===== src/rtl/rv_pkg.sv =====
// rtl/rv_pkg.sv - shared RISC-V integer datapath widths and types
package rv_pkg;
    localparam int XLEN  = 64;
    localparam int NREGS = 32;
    localparam int AW    = 5;

    typedef logic [XLEN-1:0] xlen_t;
    typedef logic [AW-1:0]   regaddr_t;
endpackage


===== src/rtl/rv_regfile_2r1w_if.sv =====
// rtl/rv_regfile_2r1w_if.sv - decode-side bundle for the 2-read/1-write register file
interface rv_regfile_2r1w_if;
    import rv_pkg::*;

    xlen_t    readData1;
    xlen_t    readData2;
    xlen_t    writeData;
    logic     RegWrite;
    regaddr_t readReg1;
    regaddr_t readReg2;
    regaddr_t writeReg;

    modport master (
        input  readData1, readData2,
        output writeData, RegWrite, readReg1, readReg2, writeReg
    );

    modport slave (
        output readData1, readData2,
        input  writeData, RegWrite, readReg1, readReg2, writeReg
    );
endinterface


===== src/rtl/rf_read_port.sv =====
// rtl/rf_read_port.sv - combinational read mux with x0 forcing and optional write bypass
module rf_read_port
    import rv_pkg::*;
#(
    parameter bit BYPASS = 1'b0
) (
    input  regaddr_t addr,
    input  xlen_t    regs [1:NREGS-1],
    input  logic     wrEn,
    input  regaddr_t wrAddr,
    input  xlen_t    wrData,
    output xlen_t    data
);
    // x0 is checked first so a bypassed write to x0 can never leak through.
    always_comb begin
        data = '0;
        if (addr != '0) begin
            if (BYPASS && wrEn && (addr == wrAddr)) begin
                data = wrData;
            end else begin
                data = regs[addr];
            end
        end
    end
endmodule


===== src/rtl/rv_regfile_2r1w.sv =====
// rtl/rv_regfile_2r1w.sv - 32 x 64-bit RISC-V integer register file, two async reads, one sync write
module rv_regfile_2r1w
    import rv_pkg::*;
#(
    parameter bit WR_BYPASS = 1'b0
) (
    input  logic               clk,
    input  logic               rst_n,
    rv_regfile_2r1w_if.slave   rf
);
    xlen_t regs [1:NREGS-1];
    logic  wrLive;

    // Per-entry address compare: an unknown writeReg matches no entry, so it cannot corrupt state.
    always_ff @(posedge clk or negedge rst_n) begin
        if (!rst_n) begin
            for (int i = 1; i < NREGS; i++) begin
                regs[i] <= '0;
            end
        end else if (rf.RegWrite) begin
            for (int i = 1; i < NREGS; i++) begin
                if (rf.writeReg == regaddr_t'(i)) begin
                    regs[i] <= rf.writeData;
                end
            end
        end
    end

    assign wrLive = rf.RegWrite & rst_n;

    rf_read_port #(.BYPASS(WR_BYPASS)) u_port1 (
        .addr   (rf.readReg1),
        .regs   (regs),
        .wrEn   (wrLive),
        .wrAddr (rf.writeReg),
        .wrData (rf.writeData),
        .data   (rf.readData1)
    );

    rf_read_port #(.BYPASS(WR_BYPASS)) u_port2 (
        .addr   (rf.readReg2),
        .regs   (regs),
        .wrEn   (wrLive),
        .wrAddr (rf.writeReg),
        .wrData (rf.writeData),
        .data   (rf.readData2)
    );
endmodule


===== src/flat_wrapper.sv =====
// flat-port wrapper written by rule: the top's interface ports become plain ports
module rv_regfile_2r1w_flat import rv_pkg::*;
#(
    parameter bit WR_BYPASS = 1'b0
)
  (clk, rst_n, rf_readData1, rf_readData2, rf_writeData, rf_RegWrite, rf_readReg1, rf_readReg2, rf_writeReg);
  rv_regfile_2r1w_if rf_i ();
  input  logic clk;
  input  logic rst_n;
  output wire logic [$bits(rf_i.readData1)-1:0] rf_readData1;
  output wire logic [$bits(rf_i.readData2)-1:0] rf_readData2;
  input wire logic [$bits(rf_i.writeData)-1:0] rf_writeData;
  input wire logic [$bits(rf_i.RegWrite)-1:0] rf_RegWrite;
  input wire logic [$bits(rf_i.readReg1)-1:0] rf_readReg1;
  input wire logic [$bits(rf_i.readReg2)-1:0] rf_readReg2;
  input wire logic [$bits(rf_i.writeReg)-1:0] rf_writeReg;
  assign rf_readData1 = rf_i.readData1;
  assign rf_readData2 = rf_i.readData2;
  assign rf_i.writeData = rf_writeData;
  assign rf_i.RegWrite = rf_RegWrite;
  assign rf_i.readReg1 = rf_readReg1;
  assign rf_i.readReg2 = rf_readReg2;
  assign rf_i.writeReg = rf_writeReg;
  rv_regfile_2r1w #(.WR_BYPASS(WR_BYPASS)) u_core (.clk(clk), .rst_n(rst_n), .rf(rf_i));
endmodule

===== config.mk =====
export PLATFORM = sky130hd
export DESIGN_NAME = rv_regfile_2r1w_flat
export DESIGN_NICKNAME = d
export VERILOG_FILES = /design/src/rtl/rv_pkg.sv /design/src/rtl/rv_regfile_2r1w_if.sv /design/src/rtl/rf_read_port.sv /design/src/rtl/rv_regfile_2r1w.sv /design/src/flat_wrapper.sv
export SDC_FILE = /design/constraint.sdc
export NUM_CORES = 2
export LEC_CHECK = 0
export CORE_UTILIZATION = 55
export CTS_CLUSTER_DIAMETER = 150
export CTS_CLUSTER_SIZE = 40
export DETAILED_ROUTE_END_ITERATION = 8
export PLACE_DENSITY = 0.71
export SYNTH_ARGS = -nofsm -noshare
export SYNTH_HDL_FRONTEND = slang
export SYNTH_SLANG_ARGS = --single-unit
export TNS_END_PERCENT = 10

===== constraint.sdc =====
create_clock -name clk -period 4.4 [get_ports clk]
set_clock_uncertainty 0.2 [all_clocks]
set_input_delay 1.1 -clock clk [delete_from_list [all_inputs] [get_ports clk]]
set_output_delay 1.1 -clock clk [all_outputs]
set_load 0.03 [all_outputs]

# ---- Yosys cells after proc, flatten, opt, wreduce, memory -nomap -nowiden
# Cells that the tools add are included.
dict set report totals {
  register_bits 1984
  input_bits 82
  out_inout_bits 128
  wordCells 107
}
dict set report op_classes {
  magnitude_cmp 2
  n_mux 8
  n_reduce_logical 33
  n_eq_ne 31
  bitwise_logic 2
}
# cell n
set ops {}
lappend ops {{64-bit binary-select mux with 5-bit select} 2}
lappend ops {{64-bit two-way mux} 6}
lappend ops {{5-bit == test, second input constant} 16}
lappend ops {{2-bit AND reduction} 31}
lappend ops {{5-bit by 4-bit == test with 1-bit output, second input constant} 8}
lappend ops {{5-bit by 3-bit == test with 1-bit output, second input constant} 4}
lappend ops {{6-bit >= comparator, second input constant} 2}
lappend ops {{5-bit inverter with 6-bit output} 2}
lappend ops {{5-bit by 2-bit == test with 1-bit output, second input constant} 2}
lappend ops {{5-bit nonzero test} 2}
lappend ops {{5-bit by 1-bit == test with 1-bit output, second input constant} 1}

# ---- Depth between registers and ports, before layout
dict set report logic_depth {
  ltp_word 5
  mapped_depth 9
  depth_no_buf 4
}

# ---- Modules after synthesis
# From an unflattened synthesis, not the netlist that was laid out.
dict set report unflattened {
  cells_unflattened 8107
  area_unflattened_um2 106788.7
}
# mod seq_area_each_um2 area_each_um2 cells_per_inst n_inst
set by_module_without_submodules {}
lappend by_module_without_submodules {rv_regfile_2r1w 49647.6 73914.6 4409 1}
lappend by_module_without_submodules {rf_read_port 0.0 16437.0 1849 2}

# ---- Worst setup path before layout
# OpenSTA, ideal clock, no wires.
dict set report synth_timing {
  path_type {input to output}
  from {input rf_readReg1[0]}
  to {output rf_readData1[62]}
  cell_stages 7
  arrival_ps 3172
  path_buffers 4
  path_slack_ps -72
  required_time_ps 3100
  path_cell_list {buf_2 > buf_2 > buf_2 > buf_2 > a22oi_1 > o211ai_1 > nor4b_1}
}
dict set report synth_via {
  elab_chain_cells 5
  elab_cells_between_ends 6
  cone_classes {mux: 4; bitwise: 1; reduce/logical: 1}
}
# element line_no
set synth_rtl {}
lappend synth_rtl {{start, declared} flat_wrapper.sv:14} ;# input wire logic [$bits(rf_i.readReg1)-1:0] rf_readReg1;
lappend synth_rtl {{5-bit inverter with 6-bit output (not written as such)} rf_read_port.sv:21} ;# data = regs[addr];
lappend synth_rtl {{64-bit binary-select mux with 5-bit select} rf_read_port.sv:21}
lappend synth_rtl {{64-bit two-way mux (not written as such) (2 in a row)} rf_read_port.sv:21}
lappend synth_rtl {{64-bit two-way mux *} rf_read_port.sv:17} ;# if (addr != '0) begin
lappend synth_rtl {{end, declared} flat_wrapper.sv:10} ;# output wire logic [$bits(rf_i.readData1)-1:0] rf_readData1;
# Every way passes the cells marked *; elsewhere a longest branch is shown, timed or not. The select of a mux whose other input is x is not followed.

# ---- Final worst setup path
dict set report layout_timing {
  from {input rf_readReg1[1]}
  to {output rf_readData1[55]}
}
# Same word-level chain as after synthesis.

==> metrics.txt <==
status=finished, violations left; failing checks=negative setup slack; Cell variety after synth=40; GRT Total Usage=37.0%; DR WL/cell=33.5 um; multi-input logic area=0.0543 mm2; largest net degree at the start of global routing=130; Clock Pin Slew Worst Setup and Hold Paths=0.15 ns; synthesized area=0.106 mm2; fin area=0.121 mm2; synth warn=0; Pins Over Slew Limit=0; Remaining DRCs=0; Setup crit end kind=output pin; WL final=367,000 um; clock root buffer=clkbuf_16; Worst EP arrival=3.17 ns; fin crit share=102%; peak fanout along the critical path=36; global placer's final weighted congestion=0.913; largest registers in the final layout=u_core.regs (1984); clock sink total=1,984; clock insertion delay at the later pin of the skew report=0.82 ns; die area=0.195 mm2; number of global-route vias before repair=78.4k; CTS tree=built; P_leak=55.4 nW; Pwr per Cell Area=372 mW/mm2; Vias per Instance=7.03; Critical Path Start=rf_readReg1[1]; Tmin final=4.47 ns; worst-margin pin slew=1.22 ns; number of fill cells=14.5k; critical path required time=3.10 ns; final net count=8,494; ys flop type=dfrtp_1; initial antenna violation count=14; Post-Place Setup Slack=-0.913 ns; area grow syn2layout=14.0%; reg2reg setup slack=3.36 ns; Yosys reg bits=1,984; Slew HR=18.1%; first-pass GRT wire length=533,000 um; CTS Hold Buffers Added=0; 1st-iter DRT viols=8,500; CP Launch Type=primary input; Peak VDD IR=0.337 mV; max reg flops=1,984; FF-to-FF Start=u_core.regs[877]$_DFFE_PN0P_; Core Rows=160; syn_area_per_cell=12.9 um2; RSZ-0062 raised after global routing=true; EDFF count, synth=0; Async SR Flop Fraction=100%; Longest Clk Path Bufs=3; HP Class=primary input to async pin; R2R depth=1; number of H-tree levels=2; final setup fails=24; post-route ant nets=0; Die Width=441 um; FMAX=224 MHz; 1st-pass router iterations=7; die height=441 um; CP Capture Point=rf_readData1[55]; Biggest register=u_core.regs; WS Path Type=primary input to output pin; storage element area=0.0496 mm2; proportion of layout cells with a drive suffix above 1=41.4%; Initial Utilization=55.6%; Core Area=0.191 mm2; io pins=210; DP Area=0.117 mm2; total CTS buffers=56; fin worst setup slack=-0.0728 ns; total gr overflow=0; Hold Vio Cnt, Final=0; number of I/O port buffers=209; synthesized instance count=8,218; Post-Syn Nets=8,300; Vias=76.9k; HPWL after DPL=224,000 um; total chip power=45.0 mW; max_cap viols=0; RR Endpoint=u_core.regs[877]$_DFFE_PN0P_; sequential fraction of the synthesis area=46.8%
[layout make-up]
class / count / area share [%]
repair buffers: 989 / 10.2
clock inverters: 7 / 0.0776
multi-input cells: 5379 / 44.9
diodes: 9 / 0.0186
clock buffers: 57 / 1.18
well taps: 2511 / 2.60
flip-flops and latches: 1984 / 41.0
inverters: 2 / 0.00621
[stage by stage]
step	setup TNS, ns	hold slack [ns]	cells	utilization [%]
global placement	-39.46	0.292	10800	61.1
CTS	-0.291	0.00688	10900	62.9
global route	-1.16	0.0359	10900	63.3
floorplan	-3.04	0.279	8218	-
detailed placement	-40.16	0.300	10800	61.1
finish	-0.701	0.0241	10900	63.3
[Yosys cell counts, drive strengths merged, types with 2 or more instances]
cell | count | area [um2]
a31oi | 63 | 394
and4b | 2 | 20.0
a22o | 63 | 552
nor2 | 15 | 81.3
nand3 | 64 | 320
dfrtp | 1984 | 49600
a211oi | 2 | 15.0
nor3 | 260 | 1320
nor3b | 3 | 22.5
a221o | 64 | 641
nor4 | 65 | 422
buf | 411 | 2080
clkbuf | 442 | 1660
nor4bb | 4 | 40.0
nand2b | 9 | 56.3
or2 | 3 | 18.8
nand2 | 270 | 1010
inv | 2 | 7.51
nor2b | 8 | 50.1
mux4 | 197 | 4440
a22oi | 317 | 2380
nand4b | 3 | 26.3
mux2i | 1399 | 14000
o22ai | 384 | 2400
nor4b | 3 | 38.8
mux2 | 2112 | 23800
o211a | 63 | 631
[cell families after synthesis]
kind of cell | after synthesis | synth area share (%)
AO/OA/AOI/OAI | 958 | 6.63
buffers and inverters | 855 | 3.53
flip-flops | 1984 | 46.8
AND/OR/NAND/NOR | 713 | 3.26
multiplexers | 3708 | 39.8
[routing by layer]
| metal | wire (um) | global-route usage, % |
|---|---|---|
| met1 | 141000 | 48.1 |
| met5 | 66 | 0 |
| met3 | 31100 | 6.60 |
| met2 | 171000 | 58.9 |
| met4 | 23700 | 20.4 |
[cell usage in the layout (no fill, tap or decap), types with 70 or more instances in the layout]
master / n
buf_4: 540
dfrtp_1: 1984
mux2_2: 2093
nor3_1: 220
mux4_2: 197
o22ai_1: 380
a22oi_1: 286
clkdlybuf4s50_1: 70
nand2_1: 253
mux2i_1: 1389
buf_12: 285
[report_power, final]
part	leakage, nW	internal, mW	switching [mW]	total (mW)
registers	25.4	21.8	2.86	24.6
logic	29.3	6.77	5.59	12.4
clock network	0.745	2.39	5.67	8.06
[worst min path at each step]
stage	startpoint	end	cells after the start
finish	rst_n	u_core.regs[844]$_DFFE_PN0P_	1
global route	rst_n	u_core.regs[846]$_DFFE_PN0P_	1
CTS	rst_n	u_core.regs[844]$_DFFE_PN0P_	1
detailed placement	u_core.regs[723]$_DFFE_PN0P_	u_core.regs[723]$_DFFE_PN0P_	1
global placement	u_core.regs[726]$_DFFE_PN0P_	u_core.regs[726]$_DFFE_PN0P_	1
floorplan	u_core.regs[721]$_DFFE_PN0P_	u_core.regs[721]$_DFFE_PN0P_	1
[worst max-delay path, cell delays in order]
cell and delay (ns):
buf_12 0.15, buf_6 0.29, buf_16 0.27, mux4_2 0.25
nand2_1 0.06, o211a_1 0.18, nor4_4 0.48, buf_4 0.21
buf_12 0.11
[timing repair]
item / 4_1_cts / 5_1_grt
pin swaps: 53 / 27
gates resized for setup: 223 / 79
hold endpoints to repair: 0 / 0
gates cloned: 17 / 5
buffers inserted: 15 / 40
setup endpoints to repair: 128 / 94
No activity file was read; power rests on OpenSTA's default activity.
